File: config.mk
export PLATFORM = sky130hd
export DESIGN_NAME = sr_latch_bank
export DESIGN_NICKNAME = d
export VERILOG_FILES = /design/src/rtl/sr_latch_bank.sv
export SDC_FILE = /design/constraint.sdc
export NUM_CORES = 1
export LEC_CHECK = 0
export CAP_MARGIN = 25
export CORE_MARGIN = 1.5
export CORE_UTILIZATION = 37
export DETAILED_ROUTE_END_ITERATION = 16
export PLACE_DENSITY = 0.83
export RECOVER_POWER = 25
export SLEW_MARGIN = 20
export SYNTH_ARGS = -nofsm -noshare
export SYNTH_HDL_FRONTEND = slang
export SYNTH_SLANG_ARGS = --single-unit
File: constraint.sdc
create_clock -name clk -period 1.2 [get_ports clk]
set_input_delay 0.24 -clock clk [delete_from_list [all_inputs] [get_ports clk]]
set_output_delay 0.24 -clock clk [all_outputs]
set_load 0.02 [all_outputs]
File: src/rtl/sr_latch_bank.sv
// Clocked multi-channel set/reset bank with conflict policy, conflict flag and saturating counter.
// Optional input qualification filter is enabled by defining SR_LATCH_BANK_FILT_EN.
module sr_latch_bank #(
    parameter int               WIDTH     = 8,
    parameter int               PRIORITY  = 0,
    parameter logic [WIDTH-1:0] RESET_VAL = '0,
    parameter int               CNT_W     = 8,
    parameter int               FILT_CYC  = 3
) (
    input  logic             clk,
    input  logic             rst_n,
    input  logic [WIDTH-1:0] s,
    input  logic [WIDTH-1:0] r,
    input  logic             cnt_clr,
    output logic [WIDTH-1:0] q,
    output logic [WIDTH-1:0] qbar,
    output logic             conflict,
    output logic [CNT_W-1:0] conflict_cnt
);

    generate
        if (PRIORITY < 0 || PRIORITY > 3) begin : g_bad_priority
            $error("sr_latch_bank: PRIORITY must be 0..3");
        end
        if (WIDTH < 1 || CNT_W < 1 || FILT_CYC < 1) begin : g_bad_size
            $error("sr_latch_bank: WIDTH, CNT_W and FILT_CYC must be >= 1");
        end
    endgenerate

    logic [WIDTH-1:0] s_e;
    logic [WIDTH-1:0] r_e;
    logic [WIDTH-1:0] both;
    logic [WIDTH-1:0] both_val;
    logic [WIDTH-1:0] q_next;

`ifdef SR_LATCH_BANK_FILT_EN
    logic [WIDTH-1:0] s_sh [FILT_CYC];
    logic [WIDTH-1:0] r_sh [FILT_CYC];

    // A request is only seen once every stage of its shift register holds a 1.
    always_ff @(posedge clk) begin
        if (!rst_n) begin
            for (int k = 0; k < FILT_CYC; k++) begin
                s_sh[k] <= '0;
                r_sh[k] <= '0;
            end
        end else begin
            s_sh[0] <= s;
            r_sh[0] <= r;
            for (int k = 1; k < FILT_CYC; k++) begin
                s_sh[k] <= s_sh[k-1];
                r_sh[k] <= r_sh[k-1];
            end
        end
    end

    always_comb begin
        s_e = '1;
        r_e = '1;
        for (int k = 0; k < FILT_CYC; k++) begin
            s_e = s_e & s_sh[k];
            r_e = r_e & r_sh[k];
        end
    end
`else
    assign s_e = s;
    assign r_e = r;
`endif

    always_comb begin
        both = s_e & r_e;
        case (PRIORITY)
            0:       both_val = '0;
            1:       both_val = '1;
            2:       both_val = q;
            default: both_val = ~q;
        endcase
        q_next = (q & ~(s_e | r_e)) | (s_e & ~r_e) | (both & both_val);
    end

    // Counter counts conflicting cycles, not channels; a same-cycle clear wins.
    always_ff @(posedge clk) begin
        if (!rst_n) begin
            q            <= RESET_VAL;
            qbar         <= ~RESET_VAL;
            conflict     <= 1'b0;
            conflict_cnt <= '0;
        end else begin
            q        <= q_next;
            qbar     <= ~q_next;
            conflict <= |both;
            if (cnt_clr) begin
                conflict_cnt <= '0;
            end else if ((|both) && !(&conflict_cnt)) begin
                conflict_cnt <= conflict_cnt + 1'b1;
            end
        end
    end

endmodule

Yosys cells after proc, flatten, opt, wreduce, memory -nomap -nowiden
Index checks and enable logic that the tools add are counted.

$add $sub $neg: 1. Bitwise logic cells: 9. Reductions and logical operators: 5.

Operators by type and width (number): $and A8 B8 Y8 (3); $not A8 Y8 (3); $or A8 B8 Y8 (2); $add A8 B1 Y8 const B (1); $reduce_and A8 Y1 (1); $reduce_or A8 Y1 (1); $reduce_or A2 Y1 (1); $logic_and A1 B1 Y1 (1); $logic_not A1 Y1 (1); $not A1 Y1 (1).

Logic and storage cells: 19. Bits of input ports: 19. Output and inout port bits: 25. Register bits: 25.

Longest topological paths before layout
Gate-level depths: netlist of run 1.

Depth in word-level cells: 5. Depth in mapped cells: 5. Gate-level depth less buffers: 5.

Least setup slack after synthesis of run 1
OpenSTA, ideal clock, no wires.

Path kind: register -> register. Start point: register conflict_cnt[0]. End point: register conflict_cnt[1]. Clock period less this slack: 1499 ps. Arrival: 1383 ps. Slack: -299 ps. Cell stages (with the launch flop): 5. Required time: 1084 ps. Library setup time: 116 ps. Cells stage by stage: dfxtp_1 ha_1 and3_1 nand3_2 a41o_1.

Cells in the longest elaborated chain, start to end: 3. Elaborated cells on any way between the ends: 4. Those cells by class: add/sub (1); reduce/logical (3).

RTL lines: start, declared (line 18) `output logic [CNT_W-1:0] conflict_cnt`; start signal, assigned (line 95) `conflict_cnt <= conflict_cnt + 1'b1;`; branches (longest 3 deep; another with $add A8 B1 Y8).

Several ways; the timed one is not identified. A chain may end at the register's enable or synchronous reset.

Worst setup path after layout of run 1
Start point: register conflict_cnt[2]. End point: register conflict_cnt[7].

Same word-level chain as after synthesis.

==> results by group, run 1 <==
Critical path
  • WS Path Type: reg2reg
  • Critical path fanouts, max: 4
  • Signal arrival time at the worst endpoint: 1.47 ns
  • Startpoint of the worst register-to-register path: conflict_cnt[2]$_SDFFE_PP0P_
  • Worst reg2reg path depth: 5
  • Required time of the worst setup path: 1.44 ns
  • Worst setup slack for register-to-register paths: -0.03 ns
  • End of the worst register-to-register path: conflict_cnt[7]$_SDFFE_PP0P_
  • Startpoint type of the worst setup path: register
  • Crit end category: register

Synthesis
  • Ys flop type: dfxtp_1
  • Cells after synthesis: 99
  • Cell types occupying the most area after synthesis: dfxtp_1, a22oi_4, inv_1
  • Portion of synthesized cell area occupied by the leading cell type: about half
  • Sequential cell area fraction in the yosys report: 49.7%
  • Post-synthesis cell type count: 28
  • Number of enable flip-flop cells after synthesis: 0
  • Mean cell area of the mapped netlist: between 10 and 15 um2
  • Share of async-settable or async-resettable flops after synthesis: 0%
  • Yosys warnings: 0
  • Largest area contributor in the netlist: dfxtp_1
  • Net count after synthesis: 119
  • Cell Area, Synth: 1010 um2
  • Register bit total from synthesis: 25

Route
  • DRT Pass-1 Iters: 6
  • Avg WL per Cell: between 10 and 15 um
  • Number of DRC violations after detailed routing: 0
  • Number of vias per cell after detailed routing: 5.18
  • Number of nets with antenna violations after detailed routing: 0
  • DRT Wirelength: 2.75 mm
  • Total vias in the final route: a little over 1000
  • DR iter-0 viols: 22

Floorplanning
  • Die Span X: 55.2 um
  • Row Count: 18
  • Total I/O pin count: 44
  • Floorplan Core Area: 2520 um2
  • Y dimension of the die: 55.2 um
  • Effective utilization at floorplan: about 40%
  • Die Footprint: 3040 um2

Clocking
  • Root buffer selected by CTS: clkbuf_4
  • Insertion delay to the later sink of the worst-skew pair: 0.32 ns
  • Clock tree from TritonCTS: built
  • CTS sink cnt: 25
  • Clock H-tree levels: 1
  • Number of CTS-inserted buffers: 3
  • Clk buf depth: 2
  • Clock Pin Slew Worst Setup and Hold Paths: 0.13 ns

Power and ir drop
  • Total net switching power: approximately 0.00041 W
  • Part of the total power dissipated in combinational logic: roughly a fifth
  • Power density relative to cell area: 946 nW/um2
  • Leak: roughly 0.85 nW
  • Portion of total power attributed to sequential cells: 56.9%
  • Switching Fraction: roughly a quarter
  • Internal Dissipation: 0.00113 W
  • Peak VDD IR: 0.000847 V
  • Part of the power in the clock network: 24.3%

GRT
  • Largest net degree at the start of global routing: 14
  • Number of global-route vias before repair: 939
  • Wire length of the first global-routing pass: 4.00 mm
  • Overall overflow remaining after global route: 0
  • Initial antenna violation count: 0
  • Total routing resource utilization after global routing: 18.9%

STA
  • Tcrit/Tclk final: 103%
  • Post-route worst hold slack: 0.331 ns
  • Slew Limit Fails: 0
  • Transition time at the pin with the least slew margin: 0.269 ns
  • Setup repair after global routing missed its margin: true
  • Fin Clk Skew: 0.00569 ns
  • Final setup violation count: 1
  • Count of endpoints failing hold in the final timing report: 0
  • Period minus WS final: 1.23 ns
  • Min setup slack post-route: -0.0316 ns
  • Worst slew margin relative to its limit: between 80% and 90%
  • Max Clk Rate: 0.812 GHz

Placed design
  • Total cell area at the placement stage: 1600 um2
  • HPWL after detailed placement: 1.91 mm
  • Final GP Congestion: 0.785
  • Number of buffers added on ports: 43
  • Placement-stage worst setup slack: -0.499 ns

Cells and area
  • Synthesis-to-layout area growth: 61.2%
  • Most frequent cells in the layout: dfxtp_1, buf_4, inv_1, buf_2, dlygate4sd2_1
  • Fraction of layout instances using a drive strength above 1: 43.7%
  • Net count, final: 188
  • Number of antenna cells inserted: 0
  • Final instance area: around 1600 um2
  • Final core utilization: 64.4%
  • Fillers: 231

Status
  • Violations in the final reports: negative setup slack
  • Result of the run: complete, but fails checks

Hold path
  • Number of cells traversed by the worst hold path: 3
  • Worst min-delay path category: in2reg
  • Worst Hold Endpoint: qbar[5]$_SDFF_PN1_
  • Worst hold start: r[5]

Job
  • Max-Cap Viols: 0
==> cell families after synthesis <==
group / after synthesis / synth area share [%]
buffers and inverters: 20 / 8.94
AOI/OAI and AO/OA: 27 / 24.7
muxes: 1 / 0.994
DFF: 25 / 49.7
and+or+nand+nor: 25 / 14.4
adders and majority gates: 1 / 1.24
==> sequential cells by signal (all words and copies together) (netlist names) <==
register and flops:
conflict 1, q 8, conflict_cnt 8, qbar 8
==> stage by stage <==
step	TNS (ns)	total power (W)	instances
floorplan	-0.0908	0.00101	99
global placement	-3.46	0.00118	184
detailed placement	-3.96	0.00119	184
CTS	-0.0215	0.00155	196
global route	-0.197	0.00162	197
finish	-0.0316	0.00154	197
==> per-layer routing <==
metal / GRT usage (%) / routed length, um
met3: 4.03 / 147
met4: 11.4 / 78
met1: 20.3 / 1040
met2: 33.7 / 1480
met5: 0 / 0
==> synthesized netlist by cell type, types with 2 or more instances <==
library cell / count
nor2_1: 5
a21oi_1: 3
o211ai_1: 8
a22oi_4: 3
dfxtp_1: 25
a31oi_1: 3
nand2_1: 8
a41o_1: 4
buf_6: 2
inv_1: 17
and3_1: 3
nor2b_1: 2
==> repair_timing <==
item,4_1_cts,5_1_grt
hold buffers,0,0
hold endpoints to repair,0,0
cloned,2,0
setup buffers,6,1
endpoints found under the setup margin,33,23
resized for setup,103,19
pin swaps,12,8
==> critical path, cell delays in order (launching register included) <==
cell and delay [ns]:
dfxtp_2 0.37, buf_4 0.12, nand3_1 0.08, nor2_2 0.21
a41oi_1 0.15, a211oi_1 0.22
==> power by group through the flow <==
stage                     clock (W)  combinational (W)  sequential [W]
after floorplan                   0          0.0000787        0.000935
after global placement            0           0.000282        0.000894
after detailed placement          0           0.000291        0.000896
after CTS                  0.000381           0.000294        0.000877
after global routing       0.000428           0.000307        0.000880
final                      0.000373           0.000288        0.000875
==> how the worst max path moves through the flow <==
| stage | cells after the start | slack (ns) | to | startpoint |
|---|---|---|---|---|
| 3_5_place_dp | 5 | -0.50 | conflict_cnt[7]$_SDFFE_PP0P_ | s[5] |
| 6_report | 5 | -0.03 | conflict_cnt[7]$_SDFFE_PP0P_ | conflict_cnt[2]$_SDFFE_PP0P_ |
| 2_1_floorplan | 5 | -0.02 | conflict_cnt[3]$_SDFFE_PP0P_ | conflict_cnt[0]$_SDFFE_PP0P_ |
| 5_1_grt | 5 | -0.06 | conflict_cnt[3]$_SDFFE_PP0P_ | conflict_cnt[1]$_SDFFE_PP0P_ |
| 4_1_cts | 5 | -0.02 | conflict_cnt[7]$_SDFFE_PP0P_ | conflict_cnt[1]$_SDFFE_PP0P_ |
| 3_3_place_gp | 5 | -0.45 | conflict_cnt[7]$_SDFFE_PP0P_ | s[3] |
==> layout make-up <==
class	instances	area, um2	share of cell area, %
clock buffers	4	26.3	1.62
well taps	30	37.5	2.31
repair buffers	65	484	29.8
flip-flops and latches	25	514	31.7
multi-input cells	56	498	30.7
inverters	17	63.8	3.93
(Power assumes the default switching activity.)
==> inputs of run 2 (changes only) <==
--- a/config.mk
+++ b/config.mk
@@ -5,11 +5,11 @@
 export SDC_FILE = /design/constraint.sdc
 export NUM_CORES = 1
 export LEC_CHECK = 0
-export CAP_MARGIN = 25
 export CORE_MARGIN = 1.5
-export CORE_UTILIZATION = 37
+export CORE_UTILIZATION = 38
 export DETAILED_ROUTE_END_ITERATION = 16
-export PLACE_DENSITY = 0.83
+export DONT_BUFFER_PORTS = 1
+export PLACE_DENSITY = 0.62
 export RECOVER_POWER = 25
 export SLEW_MARGIN = 20
 export SYNTH_ARGS = -nofsm -noshare
==> run 2 against run 1 <==
Against the previous run: the run still ends with negative setup slack left; final area decreased by 25%; clock-buffer cell count unchanged; sequential share of layout area increased by 11 points; sequential power increased by 4.6%; core utilization decreased by 16 points; critical endpoint is now conflict_cnt[2]$_SDFFE_PP0P_; largest cell class unchanged; highest routed layer unchanged.
==> results by group, run 2 (synthesized netlist as in run 1, its figures left out) <==
Placed design
  • Number of buffers added on ports: 0 (-100%)
  • Total cell area at the placement stage: 1140 um2 (-28%)
  • HPWL after detailed placement: 1.54 mm (-19%)
  • Final GP Congestion: 0.754 (-4.0%)

Cells and area
  • Number of antenna cells inserted: 0 (unchanged)
  • Register area: 512 um2 (-0.49%)
  • Fraction of layout instances using a drive strength above 1: 28.9% (-15 points)
  • Most frequent cells in the layout: dfxtp_1, inv_1, buf_4, o211ai_1, nand2_1
  • Net count, final: 135 (-28%)
  • Synthesis-to-layout area growth: 20.5%
  • Multi-input gate area in the final layout: 473 um2 (-5.0%)
  • Fillers: 239 (+3.5%)
  • Most common library cell in the layout ignoring fill and taps: dfxtp_1
  • Largest registers in the final layout: conflict_cnt: 8 flops, q: 8 flops, qbar: 8 flops
  • Final instance area: 1210 um2 (-25%)
  • Final core utilization: 48.5% (-16 points)

Floorplanning
  • Die Footprint: 2970 um2 (-2.5%)
  • Total I/O pin count: 44 (unchanged)
  • Floorplan Core Area: 2500 um2 (-0.89%)
  • Row Count: 18 (unchanged)
  • Die Span X: 54.5 um (-1.3%)
  • Y dimension of the die: 54.5 um (-1.3%)
  • Effective utilization at floorplan: 40.3% (+0.36 points)

Power and ir drop
  • Total net switching power: 0.000331 W (-19%)
  • Total power consumption of the routed design: 0.00137 W (-11%)
  • Portion of total power attributed to sequential cells: 66.6% (+9.7 points)
  • Internal Dissipation: 0.00104 W (-7.7%)
  • Switching Fraction: 24.1% (-2.4 points)
  • Peak VDD IR: 0.000704 V (-17%)
  • Power density relative to cell area: 1130 nW/um2 (+20%)
  • Part of the power in the clock network: 26.0% (+1.7 points)
  • Leak: 0.585 nW (-31%)
  • Part of the total power dissipated in combinational logic: 7.4% (-11 points)

Critical path
  • Crit end category: register
  • Startpoint of the worst register-to-register path: conflict_cnt[1]$_SDFFE_PP0P_
  • Critical path fanouts, max: 5 (+1)
  • Worst setup slack for register-to-register paths: -0.04 ns (about the same)
  • Worst reg2reg path depth: 5 (unchanged)
  • Critical-path cell list: ha_4 -> and3_4 -> nand3_4 -> a31oi_1 -> a41o_1
  • CP Buf/Inv Count: 0 (-1)
  • End of the worst register-to-register path: conflict_cnt[2]$_SDFFE_PP0P_
  • Critical path's slowest cell: dfxtp_4
  • WS Path Type: reg2reg
  • Slowest cell delay on critical path: 0.38 ns (about the same)
  • Startpoint type of the worst setup path: register
  • Required time of the worst setup path: 1.41 ns (-0.03 ns)
  • Signal arrival time at the worst endpoint: 1.45 ns (-0.02 ns)
  • Category of cells accounting for the largest share of critical-path delay: flip-flops

STA
  • Period minus WS final: 1.24 ns (+0.00620 ns)
  • Min setup slack post-route: -0.0378 ns (-0.00620 ns)
  • Transition time at the pin with the least slew margin: 0.251 ns (-0.0185 ns)
  • Worst slew margin relative to its limit: 83.2% (+1.3 points)
  • Tcrit/Tclk final: 103% (+0.52 points)
  • Max Clk Rate: 0.808 GHz (-0.50%)
  • Fin Clk Skew: 0.00713 ns (+0.00144 ns)
  • Slew Limit Fails: 0 (unchanged)
  • Setup repair after global routing missed its margin: true
  • Final setup violation count: 6 (+5)
  • Count of endpoints failing hold in the final timing report: 0 (unchanged)

GRT
  • Wire length of the first global-routing pass: 3.27 mm (-18%)
  • Number of global-route vias before repair: 758 (-19%)
  • Largest net degree at the start of global routing: 17 (+3)
  • Overall overflow remaining after global route: 0 (unchanged)
  • Initial antenna violation count: 0 (unchanged)
  • Total routing resource utilization after global routing: 15.5% (-3.4 points)

Clocking
  • Clock tree from TritonCTS: built
  • Number of CTS-inserted buffers: 3 (unchanged)
  • Root buffer selected by CTS: clkbuf_4
  • Clock H-tree levels: 1 (unchanged)
  • Insertion delay to the later sink of the worst-skew pair: 0.31 ns (about the same)
  • Clk buf depth: 2 (unchanged)
  • Clock Pin Slew Worst Setup and Hold Paths: 0.13 ns (about the same)
  • Hold buffer count at cts: 0 (unchanged)
  • CTS sink cnt: 25 (unchanged)

Hold path
  • Number of cells traversed by the worst hold path: 1 (-2)
  • Worst hold start: rst_n
  • Worst min-delay path category: in2reg
  • Worst Hold Endpoint: conflict$_SDFF_PN0_

Route
  • DR iter-0 viols: 10 (-55%)
  • Number of vias per cell after detailed routing: 5.32 (+2.6%)
  • Total vias in the final route: 766 (-25%)
  • Avg WL per Cell: 14.5 um (+4.0%)
  • Number of DRC violations after detailed routing: 0 (unchanged)
  • Number of nets with antenna violations after detailed routing: 0 (unchanged)
  • DRT Wirelength: 2.09 mm (-24%)
  • DRT Pass-1 Iters: 4 (-2)

Status
  • Result of the run: complete, but fails checks
  • Violations in the final reports: negative setup slack

Job
  • Max-Cap Viols: 0 (unchanged)
## run 2: changes by cell type in the layout (fill, tap and decap cells not counted), moves of 2 or more
cell,before,now
buf_4,18,12
buf_2,17,0
clkbuf_2,5,0
clkdlybuf4s15_2,3,0
a21oi_1,1,3
dfxtp_1,18,20
dlygate4sd2_1,16,0
a21oi_2,2,0
clkdlybuf4s50_1,2,0
dfxtp_2,5,3
buf_6,4,1
## run 2: through the flow
| step | hold slack [ns] | instances | worst slack (ns) | TNS (ns) |
|---|---|---|---|---|
| finish | 0.0493 | 144 | -0.0378 | -0.165 |
| global route | 0.0498 | 144 | -0.0802 | -0.458 |
| CTS | 0.0366 | 144 | -0.0286 | -0.113 |
| detailed placement | 0.374 | 138 | -0.0751 | -0.224 |
| global placement | 0.367 | 138 | -0.0230 | -0.0543 |
| floorplan | 0.377 | 99 | -0.0218 | -0.0908 |
## run 2: power by group through the flow
stage	combinational, W	sequential (W)	clock, W
2_1_floorplan	0.0000787	0.000935	0
3_3_place_gp	0.0000960	0.000935	0
3_5_place_dp	0.0000979	0.000934	0
4_1_cts	0.000102	0.000916	0.000385
5_1_grt	0.000114	0.000919	0.000407
6_report	0.000101	0.000915	0.000357
## run 2: final cells by class
| type | count | share of cell area (%) |
|---|---|---|
| clock buffer | 4 | 2.16 |
| timing repair buffer | 13 | 8.35 |
| inverter | 17 | 5.26 |
| sequential | 25 | 42.2 |
| multi-input combinational | 55 | 39.0 |
| tap | 30 | 3.09 |
## run 2: routing by layer
| layer | GRT usage (%) | wire [um] | part of all wire, % | vias to the layer above |
|---|---|---|---|---|
| li1 | - | - | - | 383 |
| met2 | 25.3 | 1040 | 50 | 30 |
| met4 | 7.50 | 20 | 0.96 | 0 |
| met5 | 0 | 0 | 0 | - |
| met3 | 4.64 | 135 | 6.5 | 2 |
| met1 | 18.4 | 888 | 43 | 351 |
## run 2: worst max path at each step
stage	from	endpoint	slack, ns	cells past startpoint
2_1_floorplan	conflict_cnt[0]$_SDFFE_PP0P_	conflict_cnt[3]$_SDFFE_PP0P_	-0.02	5
3_3_place_gp	conflict_cnt[1]$_SDFFE_PP0P_	conflict_cnt[3]$_SDFFE_PP0P_	-0.02	5
3_5_place_dp	s[5]	conflict_cnt[7]$_SDFFE_PP0P_	-0.08	4
4_1_cts	conflict_cnt[1]$_SDFFE_PP0P_	conflict_cnt[3]$_SDFFE_PP0P_	-0.03	5
5_1_grt	conflict_cnt[1]$_SDFFE_PP0P_	conflict_cnt[3]$_SDFFE_PP0P_	-0.08	5
6_report	conflict_cnt[1]$_SDFFE_PP0P_	conflict_cnt[2]$_SDFFE_PP0P_	-0.04	5
## run 2: timing repair
item / in CTS / in global routing
setup endpoints to repair: 9 / 8
resized for setup: 4 / 2
pin swaps: 3 / 2
setup buffers: 1 / 0
cloned: 1 / 0
==> inputs of run 3 (changes only) <==
--- a/config.mk
+++ b/config.mk
@@ -6,11 +6,11 @@
 export NUM_CORES = 1
 export LEC_CHECK = 0
 export CORE_MARGIN = 1.5
-export CORE_UTILIZATION = 38
+export CORE_UTILIZATION = 37
 export DETAILED_ROUTE_END_ITERATION = 16
-export DONT_BUFFER_PORTS = 1
-export PLACE_DENSITY = 0.62
+export PLACE_DENSITY = 0.83
 export RECOVER_POWER = 25
+export REMOVE_ABC_BUFFERS = 1
 export SLEW_MARGIN = 20
 export SYNTH_ARGS = -nofsm -noshare
 export SYNTH_HDL_FRONTEND = slang
==> run 3 against run 2 <==
Against the previous run: the run still ends with negative setup slack left; critical path depth is the same; register-to-register slack about the same; via count grew 36%; combinational power grew to 2.8 times the previous value; sequential cell count unchanged; largest cell class is now multi-input gates; wire length up 45%; clock-buffer cell count fell by 1; first-iteration DRC count grew 110%; critical path type unchanged; hold slack better by 0.28 ns.
==> results by group, run 3 (synthesized netlist as in run 1, its figures left out) <==
Floorplanning
  • Effective utilization at floorplan: 39.9% (-0.36 points)
  • Row Count: 18 (unchanged)
  • Die Footprint: 3040 um2 (+2.5%)
  • Floorplan Core Area: 2520 um2 (+0.90%)
  • Total I/O pin count: 44 (unchanged)
  • Die Span X: 55.2 um (+1.3%)
  • Y dimension of the die: 55.2 um (+1.3%)

Clocking
  • Clk buf depth: 2 (unchanged)
  • Insertion delay to the later sink of the worst-skew pair: 0.32 ns (about the same)
  • Clock H-tree levels: 1 (unchanged)
  • Root buffer selected by CTS: clkbuf_4
  • Number of CTS-inserted buffers: 3 (unchanged)
  • Clock Pin Slew Worst Setup and Hold Paths: 0.13 ns (about the same)
  • Clock tree from TritonCTS: built
  • Hold buffer count at cts: 0 (unchanged)
  • CTS sink cnt: 25 (unchanged)

Route
  • Met2 Routed Length: 1.58 mm (+51%)
  • Number of DRC violations after detailed routing: 0 (unchanged)
  • Number of nets with antenna violations after detailed routing: 0 (unchanged)
  • Avg WL per Cell: 15.7 um (+8.5%)
  • Length of routed wiring on met1: 1.09 mm (+22%)
  • Total vias in the final route: 1043 (+36%)
  • Number of vias per cell after detailed routing: 5.40 (+1.6%)
  • DRT Wirelength: 3.03 mm (+45%)
  • Routed met3 length: 286 um (+110%)
  • DR iter-0 viols: 21 (+11)
  • DRT Pass-1 Iters: 4 (unchanged)
  • Top layer used by detailed routing: met4

Critical path
  • Startpoint type of the worst setup path: register
  • Worst reg2reg path depth: 5 (unchanged)
  • Crit end category: register
  • Required time of the worst setup path: 1.42 ns (about the same)
  • End of the worst register-to-register path: conflict_cnt[2]$_SDFFE_PP0P_
  • WS Path Type: reg2reg
  • Critical path fanouts, max: 5 (unchanged)
  • Startpoint of the worst register-to-register path: conflict_cnt[0]$_SDFFE_PP0P_
  • Signal arrival time at the worst endpoint: 1.45 ns (about the same)
  • Worst setup slack for register-to-register paths: -0.03 ns (about the same)

Power and ir drop
  • Peak VDD IR: 0.000799 V (+13%)
  • Power density relative to cell area: 919 nW/um2 (-19%)
  • Total power consumption of the routed design: 0.00153 W (+12%)
  • Leak: 0.839 nW (+43%)

STA
  • Worst slew margin relative to its limit: 80.8% (-2.4 points)
  • Period minus WS final: 1.23 ns (-0.00477 ns)
  • Setup repair after global routing missed its margin: true
  • Count of endpoints failing hold in the final timing report: 0 (unchanged)
  • Min setup slack post-route: -0.0331 ns (+0.00477 ns)
  • Max Clk Rate: 0.811 GHz (+0.39%)
  • Fin Clk Skew: 0.00200 ns (-0.00512 ns)
  • Tcrit/Tclk final: 103% (-0.40 points)
  • Slew Limit Fails: 0 (unchanged)
  • Transition time at the pin with the least slew margin: 0.288 ns (+0.0370 ns)
  • Final setup violation count: 5 (-1)
  • Post-route worst hold slack: 0.331 ns (+0.281 ns)
  • Setup TNS: -0.0991 ns (+0.0659 ns)

Status
  • Result of the run: complete, but fails checks
  • Violations in the final reports: negative setup slack

Hold path
  • Worst min-delay path category: in2reg
  • Number of cells traversed by the worst hold path: 2 (+1)
  • Worst hold start: s[4]
  • Worst Hold Endpoint: qbar[4]$_SDFF_PN1_

Cells and area
  • Most common library cell in the layout ignoring fill and taps: buf_2
  • Synthesis-to-layout area growth: 65.5%
  • Fin cells: 193 (+34%)
  • Largest registers in the final layout: conflict_cnt: 8 flops, q: 8 flops, qbar: 8 flops
  • Number of antenna cells inserted: 0 (unchanged)
  • Fraction of layout instances using a drive strength above 1: 44.8% (+16 points)
  • Most frequent cells in the layout: buf_2, dfxtp_1, inv_1, dlygate4sd2_1, buf_4
  • Net count, final: 184 (+36%)

Placed design
  • Final GP Congestion: 0.841 (+11%)
  • HPWL after detailed placement: 1.89 mm (+23%)
  • Count of placed standard cells including taps: 181 (+31%)
  • Placement-stage worst setup slack: -0.480 ns (-0.405 ns)
  • Number of buffers added on ports: 43 (+43)

GRT
  • Total routing resource utilization after global routing: 22.6% (+7.2 points)
  • Number of global-route vias before repair: 1082 (+43%)
  • Largest net degree at the start of global routing: 15 (-2)
  • Overall overflow remaining after global route: 0 (unchanged)
  • Initial antenna violation count: 0 (unchanged)
  • Wire length of the first global-routing pass: 4.82 mm (+47%)

Job
  • Max-Cap Viols: 0 (unchanged)
## run 3: critical path, cell delays in order, from the launching register on
cell and delay [ns]:
dfxtp_4 0.38, ha_4 0.16, and3_4 0.17, nand3_4 0.11, a31oi_1 0.09, a41o_1 0.22
## run 3: area by class of cell
cell class / count / area, um2
fillers: 199 / 856
multi-input cells: 56 / 552
flip-flops and latches: 25 / 513
repair buffers: 61 / 473
inverters: 17 / 63.8
well taps: 30 / 37.5
clock buffers: 3 / 22.5
clock inverters: 1 / 5.00
## run 3: per-stage QoR
| step | area, um2 | utilization (%) |
|---|---|---|
| 2_1_floorplan | 981 | - |
| 3_3_place_gp | 1540 | 61.0 |
| 3_5_place_dp | 1540 | 61.0 |
| 4_1_cts | 1670 | 66.2 |
| 5_1_grt | 1670 | 66.1 |
| 6_report | 1670 | 66.1 |
## run 3: how the worst max path moves through the flow
stage	start	to	slack [ns]	depth (start not counted)
floorplan	conflict_cnt[0]$_SDFFE_PP0P_	conflict_cnt[1]$_SDFFE_PP0P_	-0.30	4
global placement	s[1]	conflict_cnt[7]$_SDFFE_PP0P_	-0.43	5
detailed placement	s[1]	conflict_cnt[7]$_SDFFE_PP0P_	-0.48	5
CTS	conflict_cnt[0]$_SDFFE_PP0P_	conflict_cnt[6]$_SDFFE_PP0P_	-0.02	5
global route	conflict_cnt[0]$_SDFFE_PP0P_	conflict_cnt[5]$_SDFFE_PP0P_	-0.08	5
finish	conflict_cnt[0]$_SDFFE_PP0P_	conflict_cnt[2]$_SDFFE_PP0P_	-0.03	5
## run 3: layer usage
metal  track usage [%]  up-vias
li1                  -      487
met1              24.6      491
met2              40.3       55
met3              6.72       10
met4              10.2        0
met5                 0        -
## run 3: what timing repair did
action,4_1_cts,5_1_grt
endpoints found under the hold margin,0,0
gates resized for setup,117,25
cloned,2,0
setup endpoints to repair,33,21
buffers inserted,5,1
pin swaps,16,9
## run 3: where the power goes
group	switching, W	internal [W]
clock network	0.000244	0.000125
logic	0.000153	0.000134
registers	0.0000162	0.000860
